File: src/rtl/mem_arbiter_2to1.sv
// Round-robin arbiter that shares one 16-bit word memory between two cache controllers.
// One transaction is in flight at a time, and the grant stays locked until mem_done.
module mem_arbiter_2to1 #(
  parameter int TIMEOUT_CYCLES = 64,
  parameter int CNT_W          = 8
) (
  input  logic             clk,
  input  logic             reset,
  input  logic             c0_mem_rd,
  input  logic             c0_mem_wr,
  input  logic [4:0]       c0_mem_addr,
  input  logic [15:0]      c0_mem_din,
  output logic [15:0]      c0_mem_dout,
  output logic             c0_mem_done,
  input  logic             c1_mem_rd,
  input  logic             c1_mem_wr,
  input  logic [4:0]       c1_mem_addr,
  input  logic [15:0]      c1_mem_din,
  output logic [15:0]      c1_mem_dout,
  output logic             c1_mem_done,
  output logic             mem_rd,
  output logic             mem_wr,
  output logic [4:0]       mem_addr,
  output logic [15:0]      mem_din,
  input  logic [15:0]      mem_dout,
  input  logic             mem_done,
  output logic             grant_id,
  output logic             busy,
  output logic             timeout_err,
  output logic [CNT_W-1:0] gnt_cnt0,
  output logic [CNT_W-1:0] gnt_cnt1
);

  typedef enum logic {IDLE, BUSY} state_e;

  localparam int               WD_W     = (TIMEOUT_CYCLES > 0) ? $clog2(TIMEOUT_CYCLES + 1) : 1;
  localparam logic [WD_W-1:0]  WD_LIMIT = WD_W'(TIMEOUT_CYCLES);
  localparam logic [CNT_W-1:0] CNT_MAX  = '1;

  state_e           state_q, state_d;
  logic             memRd_q, memRd_d;
  logic             memWr_q, memWr_d;
  logic [4:0]       memAddr_q, memAddr_d;
  logic [15:0]      memDin_q, memDin_d;
  logic             grantId_q, grantId_d;
  logic             prio_q, prio_d;
  logic [WD_W-1:0]  wdCnt_q, wdCnt_d;
  logic             timeout_q, timeout_d;
  logic [CNT_W-1:0] gntCnt0_q, gntCnt0_d;
  logic [CNT_W-1:0] gntCnt1_q, gntCnt1_d;
  logic             req0, req1, winner;

  always_comb begin
    state_d   = state_q;
    memRd_d   = memRd_q;
    memWr_d   = memWr_q;
    memAddr_d = memAddr_q;
    memDin_d  = memDin_q;
    grantId_d = grantId_q;
    prio_d    = prio_q;
    wdCnt_d   = wdCnt_q;
    timeout_d = timeout_q;
    gntCnt0_d = gntCnt0_q;
    gntCnt1_d = gntCnt1_q;
    req0      = c0_mem_rd | c0_mem_wr;
    req1      = c1_mem_rd | c1_mem_wr;
    // A lone requester always wins; on a tie the pointer (0 = favour c0) decides.
    winner    = req1 & (~req0 | prio_q);

    case (state_q)
      IDLE: begin
        if (req0 | req1) begin
          state_d   = BUSY;
          grantId_d = winner;
          wdCnt_d   = '0;
          // Write wins when a requester raises rd and wr together.
          if (winner) begin
            memWr_d   = c1_mem_wr;
            memRd_d   = c1_mem_rd & ~c1_mem_wr;
            memAddr_d = c1_mem_addr;
            memDin_d  = c1_mem_din;
            if (gntCnt1_q != CNT_MAX) gntCnt1_d = gntCnt1_q + CNT_W'(1);
          end else begin
            memWr_d   = c0_mem_wr;
            memRd_d   = c0_mem_rd & ~c0_mem_wr;
            memAddr_d = c0_mem_addr;
            memDin_d  = c0_mem_din;
            if (gntCnt0_q != CNT_MAX) gntCnt0_d = gntCnt0_q + CNT_W'(1);
          end
        end
      end
      BUSY: begin
        if (mem_done) begin
          state_d = IDLE;
          memRd_d = 1'b0;
          memWr_d = 1'b0;
          prio_d  = ~grantId_q;
        end else if (wdCnt_q != WD_LIMIT) begin
          // With TIMEOUT_CYCLES of 0 the limit is 0, so the watchdog never advances.
          wdCnt_d = wdCnt_q + WD_W'(1);
          if (wdCnt_d == WD_LIMIT) timeout_d = 1'b1;
        end
      end
      default: state_d = IDLE;
    endcase
  end

  always_ff @(posedge clk) begin
    if (reset) begin
      state_q   <= IDLE;
      memRd_q   <= 1'b0;
      memWr_q   <= 1'b0;
      memAddr_q <= '0;
      memDin_q  <= '0;
      grantId_q <= 1'b0;
      prio_q    <= 1'b0;
      wdCnt_q   <= '0;
      timeout_q <= 1'b0;
      gntCnt0_q <= '0;
      gntCnt1_q <= '0;
    end else begin
      state_q   <= state_d;
      memRd_q   <= memRd_d;
      memWr_q   <= memWr_d;
      memAddr_q <= memAddr_d;
      memDin_q  <= memDin_d;
      grantId_q <= grantId_d;
      prio_q    <= prio_d;
      wdCnt_q   <= wdCnt_d;
      timeout_q <= timeout_d;
      gntCnt0_q <= gntCnt0_d;
      gntCnt1_q <= gntCnt1_d;
    end
  end

  assign busy        = (state_q == BUSY);
  assign mem_rd      = memRd_q;
  assign mem_wr      = memWr_q;
  assign mem_addr    = memAddr_q;
  assign mem_din     = memDin_q;
  assign grant_id    = grantId_q;
  assign timeout_err = timeout_q;
  assign gnt_cnt0    = gntCnt0_q;
  assign gnt_cnt1    = gntCnt1_q;
  assign c0_mem_done = mem_done & busy & ~grantId_q;
  assign c1_mem_done = mem_done & busy & grantId_q;
  assign c0_mem_dout = mem_dout;
  assign c1_mem_dout = mem_dout;

endmodule

File: config.mk
export PLATFORM = sky130hd
export DESIGN_NAME = mem_arbiter_2to1
export DESIGN_NICKNAME = d
export VERILOG_FILES = /design/src/rtl/mem_arbiter_2to1.sv
export SDC_FILE = /design/constraint.sdc
export NUM_CORES = 1
export LEC_CHECK = 0
export CAP_MARGIN = 5
export CORE_UTILIZATION = 30
export DETAILED_ROUTE_END_ITERATION = 6
export PLACE_DENSITY_LB_ADDON = 0.3
export SLEW_MARGIN = 20
export SYNTH_ARGS = -nofsm -noshare
export SYNTH_HDL_FRONTEND = slang
export SYNTH_SLANG_ARGS = --single-unit
File: constraint.sdc
create_clock -name clk -period 1.9 [get_ports clk]
set_input_delay 0.19 -clock clk [delete_from_list [all_inputs] [get_ports clk]]
set_output_delay 0.19 -clock clk [all_outputs]
set_load 0.01 [all_outputs]
=== After elaboration in Yosys (flattened, before gate mapping) ===
Cells that the tools add are included.
Widths: inputs -> output; s select.

* Register bits after elaboration: 50
* Bits of input ports: 65
* Output and inout bits: 76
* Word-level logic and storage cells: 62

* Add/sub/neg operators: 3
* Eq/ne operators: 8
* Muxes and demuxes: 16
* Bitwise gates (word level): 17
* Reductions and logical operators: 7

{| class="wikitable"
|+ Operator list
! cell !! count
|-
| $mux 7 || 3
|-
| $add 8x1->8 const B || 2
|-
| $mux 16 || 1
|-
| $ne 8x8->1 const B || 2
|-
| $pmux 7 s2 || 1
|-
| $reduce_and 4->1 || 3
|-
| $add 7x1->7 const B || 1
|-
| $eq 7x7->1 const B || 1
|-
| $mux 1 || 7
|-
| $ne 7x7->1 const B || 1
|-
| $not 1->1 || 7
|-
| $and 1x1->1 || 6
|-
| $ne 2x2->1 const B || 3
|-
| $pmux 1 s2 || 3
|-
| $reduce_and 2->1 || 3
|-
| $mux 5 || 1
|-
| $or 1x1->1 || 4
|-
| $reduce_and 3->1 || 1
|-
| $ne 2x1->1 const B || 1
|}

=== Longest topological paths before layout ===
* Depth after elaboration: 7
* Gate-level depth with buffers: 7

=== Worst setup path after synthesis ===
Ideal clock, no wire load.

* Path type: register to register
* Start: reg wdCnt_q[0]
* End: reg wdCnt_q[6]
* Library setup time: 0.086 ns
* Data arrival time: 1.358 ns
* Data required time: 1.814 ns
* Setup slack: 0.456 ns
* Stages on the path, launching flop included: 7
* Path buffers: 1
* Period minus slack after synthesis: 1.444 ns
* Cells stage by stage: dfxtp_1 > inv_1 > ha_1 > a41oi_4 > buf_6 > a21oi_1 > a211oi_1

* Word-level cells in the longest chain between the ends: 4
* Elaborated cells on any way between the ends: 7
* Classes of those cells: 1 x add/sub; 2 x eq/ne; 3 x mux; 1 x reduce/logical

{| class="wikitable"
|+ RTL lines
! element !! line !! source
|-
| start, declared || 47 || <nowiki>logic [WD_W-1:0] wdCnt_q, wdCnt_d;</nowiki>
|-
| start signal, assigned || 129 || <nowiki>wdCnt_q <= wdCnt_d;</nowiki>
|-
| $add 7x1->7 || 100 || <nowiki>wdCnt_d = wdCnt_q + WD_W'(1);</nowiki>
|-
| $mux 7 || 98 || <nowiki>end else if (wdCnt_q != WD_LIMIT) begin</nowiki>
|-
| $mux 7 || 93 || <nowiki>if (mem_done) begin</nowiki>
|-
| $pmux 7 s2 || 70 || <nowiki>case (state_q)</nowiki>
|}

Parallel ways exist; a longest one is shown, timed or not. The select of a mux whose other input is x is not followed.
A chain may end at the register's enable or synchronous reset.

=== Worst setup path after layout ===
* Start: reg state_q, in the netlist busy
* End: out c0_mem_done

* Word-level cells in the longest chain between the ends: 2

{| class="wikitable"
|+ RTL lines
! element !! line !! source
|-
| start, declared || 40 || <nowiki>state_e state_q, state_d;</nowiki>
|-
| start signal, assigned || 122 || <nowiki>state_q <= state_d;</nowiki>
|-
| $and 1x1->1 (2 in series) || 145 || <nowiki>assign c0_mem_done = mem_done & busy & ~grantId_q;</nowiki>
|-
| end, declared || 14 || <nowiki>output logic c0_mem_done,</nowiki>
|}

Every way passes these cells.

==> impl_metrics.sql <==
INSERT INTO impl_metrics (metric_group, metric, value, unit) VALUES
('synthesis', 'synth.net_count', '358', ''),
('worst_setup_path', 'worst-endpoint-required', '1.71', 'ns'),
('cells_and_area', 'share_of_layout_cells_above_drive_strength_1', '9.17', '%'),
('place', 'global_placer_s_final_weighted_congestion', '0.762', ''),
('worst_setup_path', 'critical_path.startpoint_type', 'register', ''),
('place', 'place.port_buffers', '92', ''),
('global_routing', 'fraction_of_met1_tracks_used_by_global_routing', '19.5', '%'),
('clock_tree', 'cts.path.max_buffers', '2', ''),
('timing', 'rsz0062_at_grt', 'false', ''),
('place', 'dpl.cell_count', '447', ''),
('min_path', 'worst_hold_launch', 'reset', ''),
('synthesis', 'synth.ff_latch_count', '50', ''),
('timing', 'hold_viol_final', '0', ''),
('global_routing', 'grt_first_pass_wirelength', '10700', 'um'),
('cells_and_area', 'final_cell_mix', '91 x clkdlybuf4s50_1, 49 x dfxtp_1, 44 x nor2_1', ''),
('synthesis', 'post_synth_and_or_nand_nor_area_fraction', '21.7', '%'),
('synthesis', 'synth-edff-count', '0', ''),
('die', 'core-area', '0.00822', 'sq mm'),
('clock_tree', 'cts_hold_buffers', '0', ''),
('worst_setup_path', 'timing.critical_path.from', 'busy', ''),
('detailed_routing', 'drt_first_pass_iters', '6', ''),
('clock_tree', 'cts_root_buf', 'clkbuf_8', ''),
('die', 'die_y', '93.9', 'um'),
('worst_setup_path', 'critical_path.max_fanout', '9', ''),
('detailed_routing', 'avgViaCountPerCell', '5.05', ''),
('clock_tree', 'cts_inserted_buffers', '5', ''),
('cells_and_area', 'layout-area-overhead-vs-synth', '37.8', '%'),
('clock_tree', 'post_cts.resized_instances', '1', ''),
('global_routing', 'grtUsageTotal', '15.1', '%'),
('synthesis', 'synth_area_per_cell', '8.81', 'sq um'),
('clock_tree', 'cts_post_setup_buffers_inserted', '0', ''),
('synthesis', 'yosysSeqAreaShare', '39.5', '%'),
('min_path', 'end_point_of_the_worst_hold_path', 'gnt_cnt1[0]', ''),
('cells_and_area', 'finalNetCount', '419', ''),
('global_routing', 'first_global_vias', '2234', ''),
('synthesis', 'post_synthesis_compound_gate_area_fraction', '18.2', '%'),
('synthesis', 'muxShareOfSynthArea', '1.18', '%'),
('detailed_routing', 'vias', '2294', ''),
('place', 'hpwlAfterDp', '4490', 'um'),
('worst_setup_path', 'critPathCaptureType', 'output port', ''),
('cells_and_area', 'fin_util', '42.5', '%'),
('synthesis', 'largest_family_of_logic_cells_by_synthesized_area', 'simple AND/OR/NAND/NOR gates', ''),
('worst_setup_path', 'critical_path_start_end_classification', 'register to output port', ''),
('clock_tree', 'clkSlewWorstSetupHoldPaths', '0.09', 'ns'),
('timing', 'final.min_clock_period', '1.76', 'ns'),
('synthesis', 'synth_cell_types', '46', ''),
('synthesis', 'synthXorXnorAreaFrac', '3.11', '%'),
('timing', 'fmax', '568', 'MHz'),
('min_path', 'hold_path_depth', '2', ''),
('timing', 'fin_crit_sh', '92.7', '%'),
('timing', 'worstMarginPinSlew', '0.522', 'ns'),
('global_routing', 'overflow_after_grt', '0', ''),
('synthesis', 'async_reset_ff_share', '0', '%'),
('die', 'io_pins', '141', ''),
('detailed_routing', 'totalWireLength', '6320', 'um'),
('worst_setup_path', 'worstRegToRegCells', '6', ''),
('worst_setup_path', 'r2r_setup_slack', '0.24', 'ns'),
('global_routing', 'gr-max-usage-layer', 'met2', ''),
('clock_tree', 'insertion_delay', '0.29', 'ns'),
('worst_setup_path', 'largest_delay_share_family_worst_path', 'buffers and inverters', ''),
('status', 'status', 'complete, no violations', ''),
('detailed_routing', 'drt-wirelength-per-cell', '13.9', 'um'),
('timing', 'drv_slew', '0', ''),
('power_and_ir_drop', 'pwr_density_cell', '702', 'mW/mm^2'),
('timing', 'slew_headroom', '65.1', '%'),
('clock_tree', 'cts_tree', 'built', ''),
('clock_tree', 'htreeDepth', '2', ''),
('timing', 'final.setup_skew', '0.00492', 'ns'),
('global_routing', 'grt.met2_usage', '23.4', '%'),
('cells_and_area', 'diodes', '0', ''),
('timing', 'timing.setup.tns', '0', 'ns');
-- synthesized netlist by cell type (all sizes together), types with 5 or more instances --
| cell type | instances | area (sq um) |
|---|---|---|
| clkbuf | 6 | 22.5 |
| ha | 5 | 62.6 |
| dfxtp | 50 | 1000 |
| xnor2 | 7 | 61.3 |
| nand3 | 10 | 50.1 |
| a211oi | 5 | 47.5 |
| inv | 9 | 33.8 |
| nor3 | 10 | 66.3 |
| a222oi | 21 | 210 |
| nor2 | 46 | 183 |
| nand2 | 17 | 63.8 |
| buf | 40 | 297 |
| a21oi | 20 | 100 |
-- worst register-to-register path: stages, from the launching register on --
cell	delay, ns
dfxtp_1	0.44
ha_1	0.24
and2_1	0.19
nand4_1	0.22
xnor2_1	0.19
a41oi_1	0.20
nor2_1	0.05
-- worst max-delay path by stage --
| stage | end | slack, ns | cells after the start |
|---|---|---|---|
| 2_1_floorplan | wdCnt_q[6] | 0.46 | 6 |
| 4_1_cts | c0_mem_done | 0.09 | 3 |
| 3_3_place_gp | gnt_cnt1[1] | 0.08 | 6 |
| 3_5_place_dp | mem_addr[1] | 0.05 | 7 |
| 6_report | c0_mem_done | 0.14 | 3 |
| 5_1_grt | c0_mem_done | 0.05 | 3 |
-- area by class of cell --
type	count	area, sq um
Tap cell	105	131
Inverter	9	33.8
Sequential cell	50	1000
Timing Repair Buffer	100	1030
Fill cell	812	4720
Multi-Input combinational cell	183	1190
Clock buffer	6	82.6
Clock inverter	1	30.0
-- per-layer routing --
layer	vias up	wire [um]
met1	1076	2850
met3	9	545
met2	80	2870
li1	1129	-
met4	0	55
met5	-	0
-- power breakdown --
group / internal [mW] / total (mW) / switching, mW
logic: 0.309 / 0.537 / 0.227
clock network: 0.422 / 0.760 / 0.338
registers: 1.11 / 1.16 / 0.0495
-- registers in the layout (all words and copies together) (netlist names) --
register / cells
mem_din: 16
gnt_cnt0: 8
gnt_cnt1: 8
wdCnt_q: 7
mem_addr: 5
busy: 1
grant_id: 1
mem_rd: 1
mem_wr: 1
prio_q: 1
timeout_err: 1
-- metrics by stage --
| step | hold slack (ns) | setup slack, ns |
|---|---|---|
| 2_1_floorplan | 0.360 | 0.456 |
| 4_1_cts | 0.338 | 0.0896 |
| 3_5_place_dp | 0.380 | 0.0547 |
| 6_report | 0.333 | 0.139 |
| 3_3_place_gp | 0.380 | 0.0800 |
| 5_1_grt | 0.342 | 0.0466 |
-- kinds of logic after synthesis --
family                     Yosys count
AOI/OAI and AO/OA                   58
buffers and inverters               55
and+or+nand+nor                    108
xor gates and xnor gates             9
muxes                                3
DFF                                 50
adders and majority gates            5
(Power assumes the default switching activity.)
